File: config.mk
export PLATFORM = sky130hd
export DESIGN_NAME = seq_detector_1011_flat
export DESIGN_NICKNAME = d
export VERILOG_FILES = /design/src/rtl/seq_detector_1011_if.sv /design/src/rtl/seq_detector_1011.sv /design/src/flat_wrapper.sv
export SDC_FILE = /design/constraint.sdc
export NUM_CORES = 1
export LEC_CHECK = 0
export BUFFER_PORTS_ARGS = -buffer_cell sky130_fd_sc_hd__buf_4
export CORE_AREA = 3 3 40 42
export CTS_BUF_LIST = sky130_fd_sc_hd__clkbuf_16
export DETAILED_ROUTE_END_ITERATION = 8
export DIE_AREA = 0 0 43 45
export GPL_ROUTABILITY_DRIVEN = 0
export GPL_TIMING_DRIVEN = 0
export PLACE_DENSITY = 0.74
export REMOVE_ABC_BUFFERS = 1
export SLEW_MARGIN = 20
export SYNTH_ARGS = -nofsm -noshare
export SYNTH_HDL_FRONTEND = slang
export SYNTH_SLANG_ARGS = --single-unit
File: constraint.sdc
create_clock -name clk -period 4.3 [get_ports clk]
set_clock_uncertainty 0.2 [all_clocks]
set_input_delay 0.86 -clock clk [delete_from_list [all_inputs] [get_ports clk]]
set_output_delay 0.86 -clock clk [all_outputs]
set_load 0.005 [all_outputs]
File: src/rtl/seq_detector_1011_if.sv
// Serial-bit and result bundle between the upstream flip-flop stage and the 1011 detector.
// The detector uses the slave modport; whatever feeds it and reads it back uses master.
interface seq_detector_1011_if #(
    parameter int CNT_W = 8
);
    logic             din_valid;
    logic             din;
    logic             clear;
    logic             match;
    logic [CNT_W-1:0] match_count;
    logic [1:0]       state_out;

    modport master (
        output din_valid,
        output din,
        output clear,
        input  match,
        input  match_count,
        input  state_out
    );

    modport slave (
        input  din_valid,
        input  din,
        input  clear,
        output match,
        output match_count,
        output state_out
    );
endinterface

File: src/rtl/seq_detector_1011.sv
// Serial detector for the bit pattern 1011 with a registered match pulse and a
// saturating match counter. All outputs come straight from flops.
//
// state  | meaning
// S_IDLE | nothing useful seen
// S_1    | seen 1
// S_10   | seen 10
// S_101  | seen 101
module seq_detector_1011 #(
    parameter bit OVERLAP = 1'b1,
    parameter int CNT_W   = 8
) (
    input logic               clk,
    input logic               rst_n,
    seq_detector_1011_if.slave bus
);
    typedef enum logic [1:0] {
        S_IDLE = 2'd0,
        S_1    = 2'd1,
        S_10   = 2'd2,
        S_101  = 2'd3
    } state_t;

    localparam logic [CNT_W-1:0] CNT_MAX = '1;

    state_t           state;
    logic             match_r;
    logic [CNT_W-1:0] count_r;

    always_ff @(posedge clk or negedge rst_n) begin
        if (!rst_n) begin
            state   <= S_IDLE;
            match_r <= 1'b0;
            count_r <= '0;
        end else if (bus.clear) begin
            state   <= S_IDLE;
            match_r <= 1'b0;
            count_r <= '0;
        end else if (!bus.din_valid) begin
            match_r <= 1'b0;
        end else begin
            match_r <= 1'b0;
            case (state)
                S_IDLE: state <= bus.din ? S_1 : S_IDLE;
                S_1:    state <= bus.din ? S_1 : S_10;
                S_10:   state <= bus.din ? S_101 : S_IDLE;
                S_101: begin
                    if (bus.din) begin
                        // The completing 1 can itself start the next pattern.
                        state   <= OVERLAP ? S_1 : S_IDLE;
                        match_r <= 1'b1;
                        if (count_r != CNT_MAX)
                            count_r <= count_r + 1'b1;
                    end else begin
                        state <= S_10;
                    end
                end
                default: state <= S_IDLE;
            endcase
        end
    end

    assign bus.match       = match_r;
    assign bus.match_count = count_r;
    assign bus.state_out   = state;
endmodule

File: src/flat_wrapper.sv
// flat-port wrapper written by rule: the top's interface ports become plain ports
module seq_detector_1011_flat 
#(
    parameter bit OVERLAP = 1'b1,
    parameter int CNT_W   = 8
)
  (clk, rst_n, bus_din_valid, bus_din, bus_clear, bus_match, bus_match_count, bus_state_out);
  seq_detector_1011_if #(.CNT_W(CNT_W)) bus_i ();
  input logic clk;
  input logic rst_n;
  input wire logic [$bits(bus_i.din_valid)-1:0] bus_din_valid;
  input wire logic [$bits(bus_i.din)-1:0] bus_din;
  input wire logic [$bits(bus_i.clear)-1:0] bus_clear;
  output wire logic [$bits(bus_i.match)-1:0] bus_match;
  output wire logic [$bits(bus_i.match_count)-1:0] bus_match_count;
  output wire logic [$bits(bus_i.state_out)-1:0] bus_state_out;
  assign bus_i.din_valid = bus_din_valid;
  assign bus_i.din = bus_din;
  assign bus_i.clear = bus_clear;
  assign bus_match = bus_i.match;
  assign bus_match_count = bus_i.match_count;
  assign bus_state_out = bus_i.state_out;
  seq_detector_1011 #(.OVERLAP(OVERLAP), .CNT_W(CNT_W)) u_core (.clk(clk), .rst_n(rst_n), .bus(bus_i));
endmodule
After elaboration in Yosys (flattened, before gate mapping)
Index checks and enable logic that the tools add are counted.
{"block": "op_classes", "add_sub_neg": 1, "eq_ne": 4, "n_mux": 15, "n_reduce_logical": 7}
{"operator": "$mux W8", "count": 5}
{"operator": "$add A8 B1 Y8 const B", "count": 1}
{"operator": "$mux W2", "count": 4}
{"operator": "$ne A8 B8 Y1 const B", "count": 1}
{"operator": "$reduce_bool A2 Y1", "count": 4}
{"operator": "$pmux W2 S3", "count": 1}
{"operator": "$mux W1", "count": 5}
{"operator": "$eq A2 B2 Y1 const B", "count": 2}
{"operator": "$reduce_and A4 Y1", "count": 1}
{"operator": "$eq A2 B1 Y1 const B", "count": 1}
{"operator": "$logic_not A2 Y1", "count": 1}
{"operator": "$reduce_or A2 Y1", "count": 1}
{"block": "totals", "regBits": 11, "in_bits": 5, "output_inout_bits": 11, "word_cells": 30}

Depth between registers and ports, before layout
Gate-level depths: netlist of the first run.
{"block": "logic_depth", "depth_word": 6, "mapped_depth": 4, "mapped_depth_nobuf": 4}

Worst setup path after synthesis of the first run
Ideal clock, no wire load.
{"block": "synth_path", "kind": "input -> register", "start": "input bus_din", "end": "register u_core.count_r[0] (netlist: u_core.bus.match_count[0])", "arrival_ps": 1611, "required_ps": 3975, "setup_slack_ps": 2364, "cell_stages": 4, "cell_sequence": "and4_1 buf_6 o21a_2 mux2_4"}
{"block": "synth_via", "elab_chain_len": 2}
{"item": "start, declared", "line_no": "flat_wrapper.sv:12", "source": "input wire logic [$bits(bus_i.din)-1:0] bus_din;"}
{"item": "$reduce_bool A2 Y1 (no line)"}
{"item": "$reduce_and A4 Y1 (no line)"}
{"item": "end signal, assigned", "line_no": "seq_detector_1011.sv:53", "source": "count_r <= count_r + 1'b1;"}
{"item": "end, declared", "line_no": "seq_detector_1011.sv:28", "source": "logic [CNT_W-1:0] count_r;"}
No other way between the ends.
A chain may end at the register's enable or synchronous reset.

Worst setup path in the final report of the first run
{"block": "layout_path", "start": "input bus_din_valid", "end": "register u_core.count_r[0] (netlist: u_core.bus.match_count[0])"}
{"block": "layout_via", "elab_chain_len": 2}
{"item": "start, declared", "line_no": "flat_wrapper.sv:11", "source": "input wire logic [$bits(bus_i.din_valid)-1:0] bus_din_valid;"}
{"item": "$reduce_bool A2 Y1 (no line)"}
{"item": "$reduce_and A4 Y1 (no line)"}
No other way between the ends.

==> summary.txt, run 1 <==
Power
  • Peak VDD IR: 0.1946 mV
  • Clk pwr share: 0.590
  • Comb power frac: 0.042
  • Switch Pwr: 0.05354 mW
  • PwrDens: 360.9 mW/mm²
  • Pint: 0.2332 mW
  • Sequential share of power: 0.368
  • Sw Share: 0.1867
  • Leakage: between 0.3 and 0.4 nW

Layout
  • Share of cells above drive strength 1: 0.3194
  • Fill cells: approximately 100
  • Synthesis-to-finish area growth: 31.20%
  • Final nets: 79
  • Post-route cell area: between 700 and 800 µm²
  • Ant diodes: 0

Yosys
  • Synth area leaders: dfrtp_1 (45%), mux2_4 (5.0%), a41oi_1 (4.3%), a21oi_1 (3.3%), mux2i_1 (3.3%)
  • Seq cells post-synth: 11
  • Synth async-reset ratio: 1.000
  • Largest family of logic cells by synthesized area: simple AND/OR/NAND/NOR gates
  • Predominant post-synthesis flop cell: dfrtp_1
  • Post-Syn Instances: 56
  • Sequential share of the synthesized area: 0.4545
  • Average size of a mapped cell: 10.81 µm²
  • XOR/XNOR share of the synthesized area: 0
  • Adder-Cell Fraction of Synth Area: 0.02066
  • Post-synth top area cell: dfrtp_1
  • Post-synthesis mux area share: 0.08264
  • Top-area cell type share of the netlist area: 0.4545
  • Simple-gate portion of the synthesized area: 0.2231
  • Synth cell types: 29
  • Synth Area in Compound Gates: 0.1756
  • Number of synthesized flops with an enable pin: 0
  • YS warnings: 0
  • Mapped cell area: 605.6 µm²

Route
  • WL/cell: between 10 and 15 µm
  • Via count: approximately 520
  • Initial drt markers: 12
  • # DRC: 0
  • Final wirelength: 1.259 mm
  • 1st-pass router iterations: 4
  • Vias/cell: roughly 6
  • Post-DRT Antenna Nets: 0

Timing
  • # setup viols final: 0
  • Fin crit period: ~2000 ps
  • Fin. max-slew vios: 0
  • Final Cycle Share: 0.4658
  • Fin Setup TNS: 0 ps
  • Max Freq: 499.3 MHz
  • Max_slew headroom: 0.7531
  • Worst-margin pin slew: roughly 370 ps
  • Final Hold Fails: 0
  • RSZ-0062 raised after global routing: false

Setup path
  • Worst EP arrival: 1920 ps
  • Worst r2r dst: u_core.bus.match_count[0]
  • CP Class: in -> reg
  • Reg-to-Reg Start: u_core.bus.match_count[0]
  • Worst setup SP type: input pin
  • Crit end category: register
  • Worst path required time: 4220 ps
  • Reg2Reg Depth: 4
  • Crit-path max FO: 10
  • Reg2Reg Setup Slack: 2510 ps

Die
  • Core ar.: 0.001285 mm²
  • Die extent in x: around 43 µm
  • Initial Utilization: 0.4713
  • Die area: 0.001935 mm²
  • I/O Pins: 16
  • # rows: 13
  • Die H: 45 µm

Clock tree
  • Cts repair resizes: 0
  • H-tree lvl count: 1
  • TritonCTS Sinks: 11
  • CTS max path bufs: 2
  • Worst skew pair latency: 240 ps
  • Hold-fix buffers, CTS: 0
  • Register clock-pin slew on the reported worst setup and hold paths: around 40 ps
  • Number of setup buffers added after CTS: 0
  • Root buf cell: clkbuf_16
  • CTS buffer count: 3
  • CTS tree: yes

Global routing
  • Most Crowded Layer GR: met2
  • Gr ovfl total: 0
  • M1 GR Usage: 0.1746
  • Largest net degree at the start of global routing: 15
  • Met2 GRT Util: 0.2126
  • Initial antenna violation count: 0
  • Total track usage: 0.1398
  • First-pass GRT wire length: 2.007 mm
  • GR Layer Usage met3: 0.03984
  • Vias in the first global route: between 400 and 500

Place
  • IO Port Bufs: 15
  • Post-detail-place hpwl: ~840 µm
  • Placed instance area: 714.4 µm²

Worst hold path
  • Min-delay worst type: in -> async

Job
  • Maxcap violations: 0

Status
  • Status: completed
==> synth_stat cells, types with 2 or more instances <==
| cell type | count |
|---|---|
| a21oi_1 | 4 |
| a41oi_1 | 3 |
| nand3_1 | 2 |
| nor2b_1 | 3 |
| a311oi_1 | 2 |
| nor2_1 | 4 |
| mux2i_1 | 2 |
| nand2b_1 | 2 |
| mux2_4 | 2 |
| and3_1 | 2 |
| dfrtp_1 | 11 |
| nand4_1 | 2 |
==> per-layer routing <==
metal | part of all wire | up-vias
met5 | 0 | -
met4 | 0.022 | 0
met3 | 0.061 | 5
met2 | 0.47 | 15
met1 | 0.44 | 251
li1 | - | 251
==> layout make-up <==
| class | instances | area [µm²] | area share |
|---|---|---|---|
| clock inverters | 1 | 5.005 | 0.006299 |
| inverters | 1 | 3.754 | 0.004724 |
| well taps | 15 | 18.77 | 0.02362 |
| flip-flops and latches | 11 | 275.3 | 0.3465 |
| multi-input cells | 41 | 304.0 | 0.3827 |
| clock buffers | 3 | 75.07 | 0.09449 |
| repair buffers | 15 | 112.6 | 0.1417 |
==> worst max-delay path by stage <==
stage                             start                   endpoint  slack (ps)  depth (start not counted)
after detailed placement  bus_din_valid  u_core.bus.match_count[0]        2070                          4
after CTS                 bus_din_valid  u_core.bus.match_count[0]        2320                          4
final                     bus_din_valid  u_core.bus.match_count[0]        2300                          4
after floorplan                 bus_din  u_core.bus.match_count[0]        2280                          3
after global routing      bus_din_valid  u_core.bus.match_count[0]        2260                          4
after global placement    bus_din_valid  u_core.bus.match_count[0]        2080                          4
==> cells in the final DEF, fill, tap and decap left out <==
| cell type | count |
|---|---|
| nor3_1 | 1 |
| nor4_1 | 1 |
| a211oi_1 | 1 |
| nand3b_1 | 1 |
| a21oi_1 | 4 |
| a41oi_1 | 3 |
| o21a_2 | 1 |
| mux2_4 | 2 |
| nand3_1 | 2 |
| clkbuf_16 | 3 |
| and3_1 | 2 |
| nand4_1 | 2 |
| dfrtp_1 | 11 |
| nor2b_1 | 3 |
| buf_4 | 15 |
| o21ai_0 | 1 |
| mux2i_1 | 2 |
| nand2_1 | 1 |
| and4b_1 | 1 |
| nor2_1 | 4 |
| clkinv_2 | 1 |
| nand4_2 | 1 |
| o2111a_1 | 1 |
| and4_1 | 1 |
| nand2b_1 | 2 |
| inv_1 | 1 |
| a311oi_1 | 2 |
| ha_1 | 1 |
| a41o_1 | 1 |
==> state kept, by name, indices dropped and copies added (netlist names) <==
signal,count
u_core.bus.match,1
u_core.bus.match_count,8
u_core.bus.state_out,2
==> worst max-delay path, stage by stage <==
cell and delay [ps]:
buf_4 110, and4_1 410, o21a_2 250, mux2_4 300
==> through the flow <==
| stage | std cells | worst slack, ps | total power [mW] | hold slack, ps | utilization |
|---|---|---|---|---|---|
| floorplan | 53 | 2280 | 0.1102 | 336.2 | - |
| global placement | 83 | 2081 | 0.1189 | 362.5 | 0.5560 |
| detailed placement | 83 | 2074 | 0.1191 | 383.1 | 0.5560 |
| CTS | 87 | 2317 | 0.2883 | 252.6 | 0.6183 |
| global route | 87 | 2264 | 0.2957 | 254.2 | 0.6183 |
| finish | 87 | 2297 | 0.2868 | 246.6 | 0.6183 |
==> cells by family after synthesis <==
group | Yosys count
fa+ha+maj | 1
flops | 11
buf+inv | 4
compound gates | 14
mux | 4
simple gates | 22
==> power by group through the flow <==
stage	registers, mW	logic (mW)	clock network (mW)
final	0.106	0.0119	0.169
after detailed placement	0.107	0.0121	0
after floorplan	0.107	0.00309	0
after global routing	0.106	0.0134	0.177
after global placement	0.107	0.0118	0
after CTS	0.106	0.0122	0.170
No activity file was read; power rests on OpenSTA's default activity.
==> inputs of run 2 (changes only) <==
clock period = 1.9 ns   (was 4.3 ns; I/O delays follow)
==> run 2 against run 1 <==
Compared with the run above: via count increased by 0.19%; cell count increased by 1.1%; total power increased by 130%; critical path depth unchanged; first-iteration DRC count unchanged; flip-flop and latch count unchanged; highest routed layer unchanged.
==> summary.txt, run 2 (synthesis results as in run 1) <==
Clock tree
  • CTS max path bufs: 2
  • H-tree lvl count: 1
  • TritonCTS Sinks: 11
  • CTS tree: yes
  • Register clock-pin slew on the reported worst setup and hold paths: 40 ps
  • Root buf cell: clkbuf_16
  • CTS buffer count: 3
  • Worst skew pair latency: 240 ps

Place
  • Post-detail-place hpwl: 836.3 µm
  • Placed instance area: 714.4 µm²
  • Number of placed instances, taps included: 83
  • IO Port Bufs: 15

Setup path
  • Crit path largest cell delay: roughly 400 ps
  • Worst setup SP type: register
  • CP Class: reg -> reg
  • CP Cell Sequence: ha_2 -> nand4_1 -> o21a_2 -> mux2_4
  • Crit-path max FO: 7
  • WP buf/inv: 0
  • Delay-heaviest family, CP: flip-flops
  • CP max-delay cell: dfrtp_1
  • Crit end category: register
  • Worst EP arrival: roughly 1700 ps
  • Worst path required time: around 1800 ps

Global routing
  • Largest net degree at the start of global routing: 15
  • First-pass GRT wire length: 2.007 mm
  • Initial antenna violation count: 0
  • Total track usage: 0.1398
  • Vias in the first global route: 433
  • Gr ovfl total: 0

Route
  • Via count: 523
  • WL/cell: 14.33 µm
  • Final wirelength: around 1.3 mm
  • 1st-pass router iterations: 4
  • # DRC: 0
  • Post-DRT Antenna Nets: 0
  • Vias/cell: a little under 6
  • Initial drt markers: 12

Layout
  • Synthesis-to-finish area growth: 33.26%
  • Multi-input gate area: 306.5 µm²
  • Post-route cell area: around 810 µm²
  • Number of flip-flops in the largest register: 8
  • Final nets: 80
  • Fill cells: a little under 100
  • Final std cells w/o fill: 88
  • Register area: between 200 and 300 µm²
  • Share of cells above drive strength 1: 0.3288
  • Most frequent cells in the layout: buf_4 (15), dfrtp_1 (11), nor2_1 (4), a21oi_1 (4)
  • Ant diodes: 0
  • Commonest non-fill, non-tap cell in the layout: buf_4

Timing
  • Max_slew headroom: 0.7544
  • Fin Setup TNS: 0 ps
  • Min Hold Slack: 203.8 ps
  • Final Cycle Share: 0.9085
  • Fin crit period: 1726 ps
  • RSZ-0062 raised after global routing: false
  • Fin. max-slew vios: 0
  • Max Freq: slightly below 600 MHz
  • Worst-margin pin slew: 368.5 ps
  • # setup viols final: 0
  • Final Hold Fails: 0

Power
  • Power consumption: 0.6511 mW
  • Leakage: a little under 0.4 nW
  • PwrDens: 806.8 mW/mm²
  • Peak VDD IR: 0.4372 mV

Job
  • Maxcap violations: 0

Worst hold path
  • Min-delay worst type: in -> reg

Die
  • # rows: 13
  • Die H: 45 µm
  • Core ar.: 0.001285 mm²
  • Initial Utilization: 0.4713
  • Die extent in x: 43 µm
  • I/O Pins: 16
  • Die area: approximately 0.0019 mm²

Status
  • Status: completed
## run 2: worst paths after layout
kind / start / end / slack [ps] / cells after the start
hold / removal: bus_clear / u_core.bus.state_out[1] / 200 / 2
hold reg to reg: u_core.bus.state_out[1] / u_core.bus.state_out[1] / 390 / 2
setup / recovery: u_core.bus.match_count[0] / u_core.bus.match_count[0] / 170 / 4
setup reg to reg: u_core.bus.match_count[0] / u_core.bus.match_count[0] / 170 / 4
min in group asynchronous: rst_n / u_core.bus.match / 310 / 2
max in group asynchronous: rst_n / u_core.bus.match_count[3] / 1040 / 2
## run 2: final cells by class
class | instances | share of cell area
Clock inverter | 1 | 0.006202
Multi-Input combinational cell | 41 | 0.3798
Sequential cell | 11 | 0.3411
Timing Repair Buffer | 16 | 0.1519
Inverter | 1 | 0.004651
Clock buffer | 3 | 0.09302
Tap cell | 15 | 0.02326
## run 2: stage by stage
| step | worst slack [ps] | util |
|---|---|---|
| finish | 173.9 | 0.6280 |
| global route | 80.29 | 0.6280 |
| CTS | 122.5 | 0.6261 |
| detailed placement | 146.0 | 0.5560 |
| global placement | 135.3 | 0.5560 |
| floorplan | 248.9 | - |
## run 2: where the power goes
group	internal, mW	total (mW)	switching [mW]
registers	0.237	0.239	0.00205
logic	0.0137	0.0287	0.0150
clock network	0.279	0.383	0.105
## run 2: timing repair
item / 4_1_cts / 5_1_grt
gates resized for setup: 0 / 1
buffers inserted: 0 / 0
hold endpoints to repair: 11 / 0
hold buffers: 1 / 0
setup endpoints to repair: 0 / 1
## run 2: worst reg2reg max path: stages (launching register included)
cell     delay (ps)
dfrtp_1         400
ha_2            270
nand4_1         170
o21a_2          270
mux2_4          300
## run 2: layer usage
metal,share of wire,vias to the layer above,GRT usage
li1,-,253,-
met1,0.44,252,0.1746
met2,0.47,13,0.2126
met3,0.058,5,0.03984
met4,0.022,0,0.09036
met5,0,-,0
==> inputs of run 3 (changes only) <==
CORE_AREA = 3 3 42 44   (was 3 3 40 42)
DIE_AREA = 0 0 45 47   (was 0 0 43 45)
PLACE_DENSITY = 0.71   (was 0.74)
clock period = 1.5 ns   (was 1.9 ns; I/O delays follow)
==> run 3 against run 2 <==
Compared with the run above: critical path depth did not move; total power rose by 26%; count of clock-buffer cells in the layout unchanged; hold slack worse by 68 ps; worst setup slack got worse by 180 ps; global-route usage grew 1.3 points; wire length is 29% higher; the run now ends with setup timing left; die area up 9.3%; clock power grew 24%; combinational power grew 48%.
==> summary.txt, run 3 (synthesis results as in run 1) <==
Setup path
  • Reg2Reg Setup Slack: -7 ps
  • Crit path largest cell delay: 390 ps
  • Setup crit end: u_core.bus.match_count[0]
  • Worst setup SP type: register
  • Crit-path max FO: 3
  • Launch point of the critical path: u_core.bus.match_count[0]
  • Delay-heaviest family, CP: flip-flops
  • CP Class: reg -> reg
  • Reg2Reg Depth: 4
  • Critical Path Stages: 4
  • Worst r2r dst: u_core.bus.match_count[0]
  • CP max-delay cell: dfrtp_2
  • WP buf/inv: 0
  • Reg-to-Reg Start: u_core.bus.match_count[0]
  • Worst path required time: 1420 ps
  • Crit end category: register
  • Worst EP arrival: 1420 ps
  • CP Cell Sequence: ha_4 -> nand4_1 -> o21a_2 -> mux2_4

Power
  • PwrDens: 926.2 mW/mm²
  • Leakage: 0.4183 nW
  • Peak VDD IR: ~1.1 mV
  • Power consumption: 0.8193 mW

Timing
  • Max_slew headroom: 0.8488
  • Final Cycle Share: 1.005
  • Max Freq: roughly 660 MHz
  • Fin. max-slew vios: 0
  • Final Hold Fails: 0
  • # setup viols final: 1
  • Worst-margin pin slew: 224.7 ps
  • Final Worst Setup Slack: -7.443 ps
  • Fin crit period: 1507 ps
  • Fin Setup TNS: -7.443 ps
  • RSZ-0062 raised after global routing: true

Place
  • IO Port Bufs: 15
  • DP Worst Slack: -288.2 ps
  • Post-detail-place hpwl: 905.3 µm

Die
  • Initial Utilization: 0.4116
  • # rows: 14
  • Core ar.: 0.001471 mm²
  • Die H: between 40 and 50 µm
  • Die area: 0.002115 mm²
  • Die extent in x: 45 µm
  • I/O Pins: 16

Clock tree
  • CTS buffer count: 3
  • Register clock-pin slew on the reported worst setup and hold paths: 40 ps
  • Worst skew pair latency: 240 ps
  • Root buf cell: clkbuf_16
  • CTS max path bufs: 2
  • CTS tree: yes
  • TritonCTS Sinks: 11
  • H-tree lvl count: 1

Layout
  • Final nets: 87
  • Commonest non-fill, non-tap cell in the layout: buf_4
  • Share of cells above drive strength 1: 0.4500
  • Synthesis-to-finish area growth: 46.07%
  • Ant diodes: 0
  • Number of flip-flops in the largest register: 8
  • Most frequent cells in the layout: buf_4 (21), dfrtp_1 (8), nor2_1 (4), a21oi_1 (4)

Global routing
  • Largest net degree at the start of global routing: 15
  • Initial antenna violation count: 0
  • Met2 GRT Util: 0.2684
  • Vias in the first global route: 537
  • M1 GR Usage: 0.1756
  • Total track usage: 0.1532
  • Most Crowded Layer GR: met2
  • Gr ovfl total: 0
  • GR Layer Usage met3: 0.06130
  • First-pass GRT wire length: 2.332 mm

Route
  • # DRC: 0
  • Post-DRT Antenna Nets: 0
  • Vias/cell: around 5.9
  • Final wirelength: 1.623 mm
  • Initial drt markers: 23
  • WL/cell: ~17 µm
  • Via count: 569
  • 1st-pass router iterations: 4

Job
  • Maxcap violations: 0

Status
  • Status: complete, but fails checks
  • Failing checks: setup timing

Worst hold path
  • Min-delay worst type: in -> reg
  • Hold_sp: bus_clear
-- run 3: worst min-delay path by stage --
stage	slack, ps	depth (start not counted)	to
after floorplan	-200	0	u_core.bus.match
final	140	2	u_core.bus.state_out[1]
after global placement	-60	1	u_core.bus.match
after global routing	150	2	u_core.bus.match_count[3]
after detailed placement	-60	1	u_core.bus.match_count[6]
after CTS	130	2	u_core.bus.state_out[1]
-- run 3: final cells by class --
| class | count | area, µm² |
|---|---|---|
| fillers | 129 | 586.8 |
| multi-input cells | 42 | 335.3 |
| flip-flops and latches | 11 | 279.0 |
| repair buffers | 22 | 167.7 |
| clock buffers | 3 | 75.07 |
| well taps | 16 | 20.02 |
| clock inverters | 1 | 3.754 |
| inverters | 1 | 3.754 |
-- run 3: repair_timing --
action                                  CTS  global route
resized for setup                         6             3
endpoints found under the setup margin    8             6
hold endpoints to repair                 11             0
gates cloned                              0             1
pin swaps                                 2             3
buffers inserted                          6             0
hold buffers                              1             0
-- run 3: layer usage --
metal / wire length, µm / up-vias / share of wire
met3: 120 / 2 / 0.074
met1: 677 / 274 / 0.42
met2: 816 / 26 / 0.50
met4: 8 / 0 / 0.0049
met5: 0 / - / 0
li1: - / 267 / -
-- run 3: worst register-to-register path, stage by stage (launching register included) --
cell     delay, ps
dfrtp_2        390
ha_4           140
nand4_1        110
o21a_2         250
mux2_4         300
-- run 3: through the flow --
step | util | std cells | hold slack [ps] | area [µm²]
finish | 0.6012 | 96 | 135.7 | 884.6
global route | 0.6012 | 96 | 148.0 | 884.6
CTS | 0.5893 | 95 | 126.2 | 867.1
detailed placement | 0.4864 | 84 | -55.52 | 715.7
global placement | 0.4864 | 84 | -56.77 | 715.7
floorplan | - | 53 | -195.6 | 583.1
-- run 3: where the power goes --
group	switching (mW)	internal, mW
logic	0.0229	0.0195
clock network	0.125	0.349
registers	0.00261	0.300
